==> src/rtl/univ_shreg_seq_pkg.sv <==
// Shared encodings for the universal shift register: mode select and FSM states.
package univ_shreg_seq_pkg;

  typedef enum logic [1:0] {
    HOLD = 2'b00,
    SHR  = 2'b01,
    SHL  = 2'b10,
    LOAD = 2'b11
  } mode_e;

  typedef enum logic [1:0] {
    IDLE  = 2'b00,
    SHIFT = 2'b01,
    DONE  = 2'b10
  } state_e;

  // Only the two directional modes can launch a multi-bit shift.
  function automatic logic is_shift_mode(input logic [1:0] m);
    return (m == SHR) || (m == SHL);
  endfunction

endpackage

==> src/rtl/univ_shreg_seq_shreg_stage.sv <==
// One bit of the universal shift register: 4:1 next-value mux feeding an async-reset flop.
module shreg_stage
  import univ_shreg_seq_pkg::*;
(
  input  logic  clck,
  input  logic  reste,
  input  mode_e sel,
  input  logic  from_hi,
  input  logic  from_lo,
  input  logic  ld,
  output logic  q
);

  always_ff @(posedge clck or negedge reste) begin
    if (!reste) begin
      q <= 1'b0;
    end else begin
      case (sel)
        HOLD:    q <= q;
        SHR:     q <= from_hi;
        SHL:     q <= from_lo;
        LOAD:    q <= ld;
        default: q <= q;
      endcase
    end
  end

endmodule

==> src/rtl/univ_shreg_seq.sv <==
// Universal shift register with single-step modes plus an FSM-driven multi-bit shift
// (start/amt) reporting busy while shifting and a one-cycle done pulse.
module univ_shreg_seq
  import univ_shreg_seq_pkg::*;
#(
  parameter  int WIDTH = 4,
  localparam int CNT_W = $clog2(WIDTH) + 1
) (
  input  logic             clck,
  input  logic             reste,
  input  logic [1:0]       mode,
  input  logic [WIDTH-1:0] I,
  input  logic             sin_r,
  input  logic             sin_l,
  input  logic             rot,
  input  logic             start,
  input  logic [CNT_W-1:0] amt,
  output logic [WIDTH-1:0] A,
  output logic             sout_r,
  output logic             sout_l,
  output logic             busy,
  output logic             done
);

  localparam logic [CNT_W-1:0] WIDTH_C = CNT_W'(WIDTH);

  state_e           state;
  logic [CNT_W-1:0] cnt;
  logic             dir_left;
  logic             rot_q;

  mode_e            sel;
  logic             rot_eff;
  logic             fill_r;
  logic             fill_l;
  logic             shift_req;
  logic [CNT_W-1:0] amt_sat;
  logic [WIDTH-1:0] hi_vec;
  logic [WIDTH-1:0] lo_vec;

  // A launched request only latches parameters; the register itself holds on that edge.
  always_comb begin
    shift_req = start && is_shift_mode(mode);
    amt_sat   = (amt > WIDTH_C) ? WIDTH_C : amt;
    sel       = HOLD;
    rot_eff   = rot;
    case (state)
      IDLE:    sel = shift_req ? HOLD : mode_e'(mode);
      SHIFT: begin
        sel     = dir_left ? SHL : SHR;
        rot_eff = rot_q;
      end
      default: sel = HOLD;
    endcase
    fill_r = rot_eff ? A[0]       : sin_r;
    fill_l = rot_eff ? A[WIDTH-1] : sin_l;
    hi_vec = {fill_r, A[WIDTH-1:1]};
    lo_vec = {A[WIDTH-2:0], fill_l};
  end

  for (genvar i = 0; i < WIDTH; i++) begin : g_stage
    shreg_stage u_stage (
      .clck    (clck),
      .reste   (reste),
      .sel     (sel),
      .from_hi (hi_vec[i]),
      .from_lo (lo_vec[i]),
      .ld      (I[i]),
      .q       (A[i])
    );
  end

  assign sout_r = A[0];
  assign sout_l = A[WIDTH-1];

  // busy/done are registered alongside the state so they track it exactly.
  always_ff @(posedge clck or negedge reste) begin
    if (!reste) begin
      state    <= IDLE;
      cnt      <= '0;
      dir_left <= 1'b0;
      rot_q    <= 1'b0;
      busy     <= 1'b0;
      done     <= 1'b0;
    end else begin
      case (state)
        IDLE: begin
          if (shift_req) begin
            dir_left <= (mode == SHL);
            rot_q    <= rot;
            cnt      <= amt_sat;
            if (amt_sat != '0) begin
              state <= SHIFT;
              busy  <= 1'b1;
            end else begin
              state <= DONE;
              done  <= 1'b1;
            end
          end
        end
        SHIFT: begin
          cnt <= cnt - 1'b1;
          if (cnt == CNT_W'(1)) begin
            state <= DONE;
            busy  <= 1'b0;
            done  <= 1'b1;
          end
        end
        DONE: begin
          state <= IDLE;
          done  <= 1'b0;
        end
        default: begin
          state <= IDLE;
          busy  <= 1'b0;
          done  <= 1'b0;
        end
      endcase
    end
  end

endmodule
==> config.mk <==
export PLATFORM = sky130hd
export DESIGN_NAME = univ_shreg_seq
export DESIGN_NICKNAME = d
export VERILOG_FILES = /design/src/rtl/univ_shreg_seq_pkg.sv /design/src/rtl/univ_shreg_seq_shreg_stage.sv /design/src/rtl/univ_shreg_seq.sv
export SDC_FILE = /design/constraint.sdc
export NUM_CORES = 1
export LEC_CHECK = 0
export BUFFER_PORTS_ARGS = -buffer_cell sky130_fd_sc_hd__buf_2
export CAP_MARGIN = 10
export CORE_MARGIN = 5
export CORE_UTILIZATION = 45
export CTS_CLUSTER_DIAMETER = 30
export DETAILED_ROUTE_END_ITERATION = 8
export GPL_TIMING_DRIVEN = 0
export PLACE_DENSITY = 0.71
export SETUP_SLACK_MARGIN = 0.15
export SLEW_MARGIN = 40
export SYNTH_ARGS = -nofsm -noshare
export SYNTH_HDL_FRONTEND = slang
export SYNTH_SLANG_ARGS = --single-unit
==> constraint.sdc <==
create_clock -name clck -period 1.5 [get_ports clck]
set_input_delay 0.15 -clock clck [delete_from_list [all_inputs] [get_ports clck]]
set_output_delay 0.15 -clock clck [all_outputs]
set_load 0.01 [all_outputs]
==> results of run 1 <==
==> worst max path at each step <==
stage	from	end	slack (ns)	cells past startpoint
6_report	state[0]	cnt[2]	-0.10	7
5_1_grt	state[0]	cnt[1]	-0.16	7
4_1_cts	state[0]	g_stage[3].u_stage.q	-0.07	6
3_5_place_dp	mode[1]	g_stage[3].u_stage.q	-0.16	8
3_3_place_gp	mode[0]	g_stage[3].u_stage.q	-0.14	9
2_1_floorplan	state[0]	g_stage[3].u_stage.q	0.03	6
==> through the flow <==
stage	std cells	instance area (sq um)	power [mW]	TNS, ns
2_1_floorplan	89	899.6	1.608	0
3_3_place_gp	136	1041	1.866	-0.3570
3_5_place_dp	136	1041	1.902	-0.4937
4_1_cts	147	1140	2.261	-0.1948
5_1_grt	152	1194	2.575	-0.8184
6_report	152	1194	2.365	-0.3409
==> state kept, by name, summed over array words and instances, names as in the netlist <==
name	flops
rot_q	1
state	2
dir_left	1
g_stage.u_stage.q	4
cnt	3
busy	1
done	1
==> area by class of cell <==
class / instances / share of cell area (%)
multi-input combinational: 60 / 42.03
sequential: 13 / 27.25
timing repair buffer: 34 / 17.61
buffer: 8 / 5.765
tap: 25 / 2.621
inverter: 8 / 2.516
clock buffer: 4 / 2.201
==> logic make-up after synthesis <==
family | after synthesis | share of synthesized area [%]
adders and majority gates | 3 | 4.412
buffers and inverters | 16 | 10.88
AOI/OAI and AO/OA | 23 | 18.68
DFF | 13 | 38.24
and+or+nand+nor | 24 | 15.73
muxes | 10 | 12.06
==> repair_timing <==
item	4_1_cts	5_1_grt
cloned	0	0
setup endpoints to repair	7	10
hold endpoints to repair	13	0
gates resized for setup	4	5
pin swaps	6	9
setup buffers	6	5
hold buffers	1	0
==> routing by layer <==
layer / global-route usage (%) / up-vias / routed length [um]
met5: 0 / - / 0
li1: - / 385 / -
met1: 18.73 / 371 / 901
met3: 3.944 / 5 / 106
met4: 8.936 / 0 / 40
met2: 25.92 / 22 / 878
==> critical path, stage by stage, from the launching register on <==
cell	delay, ns
dfrtp_1	0.41
buf_6	0.15
buf_6	0.11
or3_4	0.32
buf_6	0.14
buf_4	0.12
nor3_2	0.16
a311oi_1	0.07
==> cells in the final DEF (no fill, tap or decap), types with 3 or more instances in the layout <==
cell type,instances
a21oi_1,5
nand2_1,5
buf_4,13
nor2_1,6
clkbuf_4,3
mux2i_1,7
o21ai_0,3
dfrtp_1,13
buf_6,5
inv_1,6
buf_2,23
==> power groups by stage <==
stage | registers, mW | clock network, mW | logic (mW)
floorplan | 0.663 | 0 | 0.945
finish | 0.667 | 0.222 | 1.48
CTS | 0.664 | 0.231 | 1.37
global placement | 0.658 | 0 | 1.21
detailed placement | 0.670 | 0 | 1.23
global route | 0.698 | 0.251 | 1.63
==> impl_metrics.csv, run 1 <==
group,metric,value,unit
status,outcome,"complete, but fails checks",
status,violations,"setup timing",
placement,place_ws,-0.1584,ns
critical_path,worstSetupPathType,"flip-flop to flip-flop",
sta,skew,0.001435,ns
synthesis,avgSynthCellArea,9.560,sq um
critical_path,cp-end-kind,"flip-flop",
global_route,grt_usage,15.90,%
layout,n_fill_cell,157,
job,maxCapViolations,0,
clock_tree,h-tree-depth,1,
synthesis,syn_area,850.8,sq um
sta,slew-limit-headroom,78.52,%
floorplan,core-area,1764,sq um
critical_path,reg2reg_depth,7,
global_route,grt_overflow,0,
power_and_ir_drop,power_frac_seq,28.2,%
placement,dp_hpwl,1432,um
synthesis,synth_area_leaders,"dfrtp_1, mux2i_1, ha_1, a21oi_1, buf_4",
layout,multi_input_area,501.7,sq um
layout,layout-drive-gt1-share,48.03,%
synthesis,synthArstFlopShare,100.0,%
power_and_ir_drop,comb_power_share,62.4,%
floorplan,rows,15,
sta,final-setup-viol-count,7,
drt,wl_per_cell,12.68,um
critical_path,crit-reg2reg-launch,"state[0]",
floorplan,die_w,53.48,um
placement,port_buffers,22,
power_and_ir_drop,switching_share,39.47,%
sta,fmax,0.6239,GHz
layout,diodes,0,
critical_path,worstPathMaxFanout,6,
clock_tree,cts-buffers-inserted,3,
drt,drt_pass1_iterations,4,
floorplan,fp.dieH,53.48,um
critical_path,arrival,1.76,ns
clock_tree,insertion_delay,0.28,ns
sta,finalWorstSetupSlack,-0.1029,ns
drt,via_per_inst,5.151,
sta,worst_pin_slew,0.3205,ns
power_and_ir_drop,p_clk_share,9.4,%
power_and_ir_drop,intPower,1.431,mW
power_and_ir_drop,power_leakage,0.5858,nW
placement,gp_congestion,0.7415,
sta,rsz0062_at_grt,"true",
global_route,grt_pass1_wl,3215,um
min_path,hold_start,"rot",
synthesis,syn-num-nets,107,
drt,vias,783,
floorplan,io_pins,23,
synthesis,synth_cells,89,
global_route,grt_pass1_vias,769,
clock_tree,root_buffer,"clkbuf_4",
drt,drtAntennaViolNets,0,
synthesis,yosys-top-cells-count,"dfrtp_1, mux2i_1, inv_1",
power_and_ir_drop,peakVddDrop,0.0009956,V
critical_path,r2r_end,"cnt[2]",
min_path,holdPathStages,3,
min_path,hp-class,"input port to flip-flop",
floorplan,die_area,2860,sq um
sta,finalCriticalPeriod,1.603,ns
layout,regArea,325.3,sq um
clock_tree,cts_max_path_buffers,2,
power_and_ir_drop,power.switching,933.4,uW
power_and_ir_drop,pwr_density_cell,1981,nW/um^2
synthesis,yosys.area.top_type_share,38.24,%
clock_tree,path_clk_slew,0.08,ns
critical_path,start_kind,"flip-flop",
layout,fin_util,67.66,%
critical_path,required,1.65,ns
global_route,grt_max_degree,14,
sta,hold-worst-slack,0.1138,ns
synthesis,yosys_warnings,0,
sta,hold_viol,0,
clock_tree,cts_sinks,13,
sta,fin_crit_sh,106.9,%
synthesis,synth_cell_types,29,
floorplan,start_util,48.23,%
global_route,antenna_found_initial,0,
min_path,min_to,"rot_q",
synthesis,yosysTopAreaCell,"dfrtp_1",
layout,syn2layout_area_growth,40.29,%
synthesis,ys_ff_latch,13,
drt,initialDrtViolationCount,14,
synthesis,ys_seq_area_share,38.24,%
synthesis,synth_enable_flop_cells,0,
synthesis,synth.most_common_cell,"dfrtp_1",
drt,drt-total-wl,1928,um
critical_path,rrSetupSlack,-0.10,ns
layout,fin_nets,146,
synthesis,synthFlopType,"dfrtp_1",
drt,drc,0,
sta,drv_slew,0,
clock_tree,tritoncts,"built",
No activity file was read; power rests on OpenSTA's default activity.
==> run 2, diff against run 1 <==
--- a/config.mk
+++ b/config.mk
@@ -5,14 +5,16 @@
 export SDC_FILE = /design/constraint.sdc
 export NUM_CORES = 1
 export LEC_CHECK = 0
+export ABC_AREA = 1
 export BUFFER_PORTS_ARGS = -buffer_cell sky130_fd_sc_hd__buf_2
 export CAP_MARGIN = 10
 export CORE_MARGIN = 5
-export CORE_UTILIZATION = 45
+export CORE_UTILIZATION = 46
 export CTS_CLUSTER_DIAMETER = 30
 export DETAILED_ROUTE_END_ITERATION = 8
 export GPL_TIMING_DRIVEN = 0
-export PLACE_DENSITY = 0.71
+export HOLD_SLACK_MARGIN = 0.02
+export PLACE_DENSITY = 0.72
 export SETUP_SLACK_MARGIN = 0.15
 export SLEW_MARGIN = 40
 export SYNTH_ARGS = -nofsm -noshare
==> impl_metrics.csv, run 2 <==
group,metric,value,unit
floorplan,die_area,2867,sq um
sta,slew-limit-headroom,79.89,%
sta,rsz0062_at_grt,"true",
critical_path,crit-reg2reg-launch,"state[0]",
placement,port_buffers,22,
floorplan,core-area,1764,sq um
synthesis,synthArstFlopShare,100.0,%
drt,vias,911,
synthesis,avgSynthCellArea,7.328,sq um
drt,drt-total-wl,2178,um
sta,hold_viol,0,
critical_path,slowest_delay,0.47,ns
placement,place_ws,-0.1586,ns
layout,final_common_cell,"nand2_1",
synthesis,yosys.area.top_type_share,37.30,%
power_and_ir_drop,power_leakage,0.6675,nW
synthesis,ys_ff_latch,13,
status,outcome,"completed",
min_path,holdPathStages,3,
drt,drtAntennaViolNets,0,
synthesis,synthFlopType,"dfrtp_1",
layout,n_fill_cell,157,
global_route,grt_max_degree,14,
sta,fmax,0.7355,GHz
drt,initialDrtViolationCount,23,
floorplan,fp.dieH,53.54,um
critical_path,worstPathMaxFanout,5,
critical_path,rrSetupSlack,0.14,ns
global_route,grt_overflow,0,
synthesis,ys_seq_area_share,37.30,%
floorplan,io_pins,23,
critical_path,crit_chain,"nand2_4, inv_6, nand2_2, nand2_4, nor2_4, inv_2, or2_0, nand2_1, inv_1",
placement,dpl.cell_count,166,
clock_tree,h-tree-depth,1,
layout,fin_util,68.65,%
synthesis,yosys-top-cells-count,"nand2_1, nand3_1, inv_1, dfrtp_1, o21ai_0",
critical_path,r2r_end,"g_stage[0].u_stage.q",
critical_path,reg2reg_depth,9,
placement,gp_congestion,0.8893,
layout,final_cells,187,
synthesis,synth_cell_types,22,
global_route,antenna_found_initial,0,
critical_path,crit_top_cell,"nand2_4",
floorplan,die_w,53.54,um
power_and_ir_drop,peakVddDrop,0.001279,V
layout,largest_registers,"g_stage.u_stage.q x4, cnt x3, state x2",
drt,wl_per_cell,11.65,um
sta,worst_pin_slew,0.3016,ns
synthesis,synth_enable_flop_cells,0,
layout,final_cell_mix,"nand2_1, buf_2, nand3_1, buf_4, inv_1",
sta,fin_crit_sh,90.64,%
drt,drt_pass1_iterations,4,
layout,diodes,0,
synthesis,yosysTopAreaCell,"dfrtp_1",
clock_tree,path_clk_slew,0.08,ns
floorplan,start_util,49.43,%
clock_tree,cts_sinks,13,
placement,dp_hpwl,1403,um
clock_tree,tritoncts,"built",
critical_path,start_kind,"flip-flop",
critical_path,critPathLaunch,"state[0]",
job,maxCapViolations,0,
synthesis,synth_cells,119,
critical_path,critPathSlowestCell,"dfrtp_2",
floorplan,rows,15,
sta,final-setup-viol-count,0,
critical_path,worstSetupPathType,"flip-flop to flip-flop",
clock_tree,insertion_delay,0.28,ns
layout,largest_reg_flops,4,
clock_tree,root_buffer,"clkbuf_4",
drt,via_per_inst,4.872,
synthesis,yosys_warnings,0,
synthesis,syn-num-nets,137,
clock_tree,cts_max_path_buffers,2,
sta,finalWorstSetupSlack,0.1403,ns
global_route,grt_pass1_wl,3387,um
synthesis,syn_area,872.1,sq um
sta,skew,0.0005284,ns
critical_path,crit_family,"simple AND/OR/NAND/NOR gates",
critical_path,timing.critical_path.buf_inv,3,
layout,syn2layout_area_growth,38.88,%
global_route,grt_pass1_vias,804,
synthesis,synth_area_leaders,"dfrtp_1, nand2_1, nand3_1, inv_1, ha_1",
critical_path,cp-end-kind,"flip-flop",
layout,layout-drive-gt1-share,40.12,%
drt,drc,0,
min_path,min_to,"rot_q",
layout,fin_nets,181,
critical_path,cp_num_cells,9,
critical_path,arrival,1.54,ns
sta,finalCriticalPeriod,1.360,ns
critical_path,required,1.69,ns
power_and_ir_drop,pwr_density_cell,2183,nW/um^2
layout,regMostFlops,"g_stage.u_stage.q",
min_path,hp-class,"input port to flip-flop",
sta,drv_slew,0,
global_route,grt_usage,16.22,%
clock_tree,cts-buffers-inserted,3,
min_path,hold_start,"rot",
synthesis,synth.most_common_cell,"nand2_1",
[run 2: area by class of cell]
cell class | instances | area [sq um] | share of cell area [%]
inverters | 19 | 78.83 | 6.508
multi-input cells | 82 | 464.2 | 38.33
plain buffers | 5 | 41.29 | 3.409
well taps | 25 | 31.28 | 2.583
repair buffers | 39 | 241.5 | 19.94
flip-flops and latches | 13 | 327.8 | 27.07
clock buffers | 4 | 26.28 | 2.169
[run 2: power by group]
| group | total [mW] | internal (mW) | switching, mW |
|---|---|---|---|
| Clock | 0.228 | 0.103 | 0.125 |
| Combinational | 1.73 | 0.809 | 0.923 |
| Sequential | 0.684 | 0.529 | 0.156 |
[run 2: worst max path at each step]
stage,end,slack (ns)
final,g_stage[0].u_stage.q,0.14
after CTS,cnt[0],0.14
after floorplan,g_stage[0].u_stage.q,0.17
after detailed placement,cnt[0],-0.16
after global placement,cnt[1],-0.11
after global routing,busy,0.04
[run 2: tightest hold or removal path, delay by kind of cell]
kind                   cells  cell delay, ns
AND/OR/NAND/NOR            1            0.06
AO/OA/AOI/OAI              1            0.07
buffers and inverters      1            0.11
[run 2: routing by layer]
layer / up-vias / track usage [%] / part of all wire, %
met5: - / 0 / 0
met2: 31 / 27.35 / 49
li1: 473 / - / -
met1: 403 / 19.62 / 43
met3: 4 / 4.155 / 7.0
met4: 0 / 6.383 / 1.5
[run 2: through the flow]
step	power [mW]	setup TNS (ns)	cell area [sq um]	hold WS [ns]
finish	2.644	0	1211	0.1427
global route	2.896	0	1211	0.1828
CTS	2.419	0	1135	0.1110
detailed placement	1.962	-0.5190	1013	0.05773
global placement	1.929	-0.3228	1013	0.06039
floorplan	1.651	0	872.1	-0.1456
[run 2: kinds of logic after synthesis]
kind of cell,Yosys count,share of synthesized area [%]
simple gates,67,37.73
compound gates,12,7.460
buf+inv,24,13.20
fa+ha+maj,3,4.305
flops,13,37.30
[run 2: what timing repair did]
| item | in CTS | in global routing |
|---|---|---|
| setup endpoints to repair | 10 | 10 |
| pin swaps | 1 | 6 |
| resized for setup | 5 | 11 |
| hold buffers | 1 | 0 |
| gates cloned | 1 | 0 |
| hold endpoints to repair | 13 | 0 |
| setup buffers | 9 | 6 |
==> run 3, diff against run 2 <==
--- a/config.mk
+++ b/config.mk
@@ -12,9 +12,8 @@
 export CORE_UTILIZATION = 46
 export CTS_CLUSTER_DIAMETER = 30
 export DETAILED_ROUTE_END_ITERATION = 8
-export GPL_TIMING_DRIVEN = 0
 export HOLD_SLACK_MARGIN = 0.02
-export PLACE_DENSITY = 0.72
+export PLACE_DENSITY_LB_ADDON = 0.2
 export SETUP_SLACK_MARGIN = 0.15
 export SLEW_MARGIN = 40
 export SYNTH_ARGS = -nofsm -noshare
==> impl_metrics.csv, run 3 (same netlist as run 2, synthesis figures left out) <==
group,metric,value,unit
clock_tree,cts_max_path_buffers,2,
power_and_ir_drop,power_frac_seq,27.8,%
critical_path,reg2reg_depth,8,
drt,drt_pass1_iterations,4,
layout,final_cell_mix,"nand2_1, buf_2, nand3_1, inv_1, buf_4",
drt,drc,0,
critical_path,start_kind,"flip-flop",
drt,drtAntennaViolNets,0,
critical_path,rrSetupSlack,0.17,ns
clock_tree,h-tree-depth,1,
critical_path,required,1.69,ns
sta,drv_slew,0,
global_route,antenna_found_initial,0,
sta,hold_viol,0,
min_path,hold_start,"rot",
layout,n_fill_cell,169,
job,maxCapViolations,0,
power_and_ir_drop,comb_power_share,63.2,%
critical_path,arrival,1.52,ns
layout,diodes,0,
sta,final-setup-viol-count,0,
placement,gp_congestion,0.8639,
clock_tree,tritoncts,"built",
sta,fmax,0.7512,GHz
drt,vias,878,
layout,largest_registers,"g_stage.u_stage.q x4, cnt x3, state x2",
drt,via_per_inst,4.878,
layout,syn2layout_area_growth,31.42,%
clock_tree,root_buffer,"clkbuf_4",
min_path,hp-class,"input port to flip-flop",
power_and_ir_drop,pwr_density_cell,2152,nW/um^2
critical_path,cp-end-kind,"flip-flop",
layout,final_cells,180,
drt,initialDrtViolationCount,15,
layout,final_common_cell,"nand2_1",
placement,dp_hpwl,1563,um
status,outcome,"completed",
placement,dpl.cell_count,167,
power_and_ir_drop,switching_share,46.35,%
floorplan,io_pins,23,
clock_tree,insertion_delay,0.28,ns
floorplan,fp.dieH,53.54,um
layout,fin_nets,174,
critical_path,worstPathMaxFanout,5,
power_and_ir_drop,intPower,1.323,mW
sta,rsz0062_at_grt,"true",
sta,skew,0.006228,ns
power_and_ir_drop,peakVddDrop,0.001205,V
sta,finalWorstSetupSlack,0.1688,ns
critical_path,cp_num_cells,8,
placement,port_buffers,22,
critical_path,timing.critical_path.buf_inv,2,
global_route,grt_pass1_vias,814,
layout,regMostFlops,"g_stage.u_stage.q",
sta,fin_crit_sh,88.75,%
critical_path,critPathSlowestCell,"dfrtp_1",
power_and_ir_drop,power.switching,1.143,mW
global_route,grt_usage,15.64,%
layout,largest_reg_flops,4,
critical_path,crit_family,"simple AND/OR/NAND/NOR gates",
global_route,grt_max_degree,14,
floorplan,rows,15,
clock_tree,cts_sinks,13,
critical_path,r2r_end,"g_stage[0].u_stage.q",
critical_path,crit_chain,"nor2_2, nand3_2, nand2_4, inv_1, nand3_1, nand3_1, nand2_1, inv_1",
global_route,grt_pass1_wl,3277,um
sta,finalCriticalPeriod,1.331,ns
min_path,min_to,"rot_q",
power_and_ir_drop,power_leakage,0.6400,nW
sta,slew-limit-headroom,79.31,%
power_and_ir_drop,p_clk_share,9.0,%
clock_tree,cts-buffers-inserted,3,
drt,wl_per_cell,11.46,um
global_route,grt_overflow,0,
floorplan,die_w,53.54,um
layout,fin_util,64.96,%
floorplan,die_area,2867,sq um
critical_path,crit-reg2reg-launch,"state[1]",
critical_path,worstSetupPathType,"flip-flop to flip-flop",
floorplan,start_util,49.43,%
layout,layout-drive-gt1-share,36.77,%
placement,place_ws,-0.01678,ns
drt,drt-total-wl,2062,um
clock_tree,path_clk_slew,0.08,ns
sta,worst_pin_slew,0.3103,ns
min_path,holdPathStages,3,
critical_path,slowest_delay,0.43,ns
floorplan,core-area,1764,sq um
==> run 3: tightest hold or removal path, delay by kind of cell <==
kind,cells,cell delay (ns)
buffers and inverters,1,0.10
AO/OA/AOI/OAI,1,0.07
AND/OR/NAND/NOR,1,0.05
==> run 3: power groups by stage <==
stage          Combinational (mW)  Clock [mW]  Sequential [mW]
6_report                     1.56       0.223            0.685
5_1_grt                      1.75       0.248            0.706
3_3_place_gp                 1.29           0            0.676
4_1_cts                      1.44       0.231            0.673
2_1_floorplan               0.976           0            0.675
3_5_place_dp                 1.32           0            0.684
==> run 3: worst max-delay path by stage <==
| stage | start | endpoint | slack [ns] |
|---|---|---|---|
| global route | state[1] | g_stage[1].u_stage.q | 0.05 |
| detailed placement | mode[0] | g_stage[0].u_stage.q | -0.02 |
| floorplan | state[0] | g_stage[0].u_stage.q | 0.17 |
| finish | state[1] | g_stage[0].u_stage.q | 0.17 |
| global placement | mode[0] | g_stage[3].u_stage.q | 0.05 |
| CTS | state[1] | g_stage[3].u_stage.q | 0.16 |
==> run 3: timing repair <==
| item | in CTS | in global routing |
|---|---|---|
| buffers inserted | 5 | 3 |
| gates resized for setup | 3 | 8 |
| setup endpoints to repair | 4 | 6 |
| hold buffers | 1 | 0 |
| pin swaps | 3 | 6 |
| endpoints found under the hold margin | 13 | 0 |
==> run 3: stage by stage <==
stage	setup TNS, ns	total power [mW]	instance area [sq um]	hold WS, ns
floorplan	0	1.651	872.1	-0.1456
global placement	0	1.963	1017	0.05748
detailed placement	-0.01678	2.003	1017	0.05970
CTS	0	2.346	1099	0.1286
global route	0	2.708	1146	0.1349
finish	0	2.466	1146	0.1182
==> run 3: metal layers <==
layer / part of all wire (%) / global-route usage [%] / wire length (um) / vias up
met4: 0.39 / 2.553 / 8 / 0
met3: 6.1 / 5.263 / 126 / 3
met2: 49 / 27.35 / 1011 / 21
li1: - / - / - / 451
met5: 0 / 0 / 0 / -
met1: 44 / 18.79 / 916 / 403
==> run 3: final cells by class <==
type | count | area (sq um) | share of cell area, %
multi-input combinational | 82 | 459.2 | 40.07
sequential | 13 | 326.6 | 28.49
timing repair buffer | 37 | 229.0 | 19.98
inverter | 19 | 73.82 | 6.441
tap | 25 | 31.28 | 2.729
clock buffer | 4 | 26.28 | 2.293
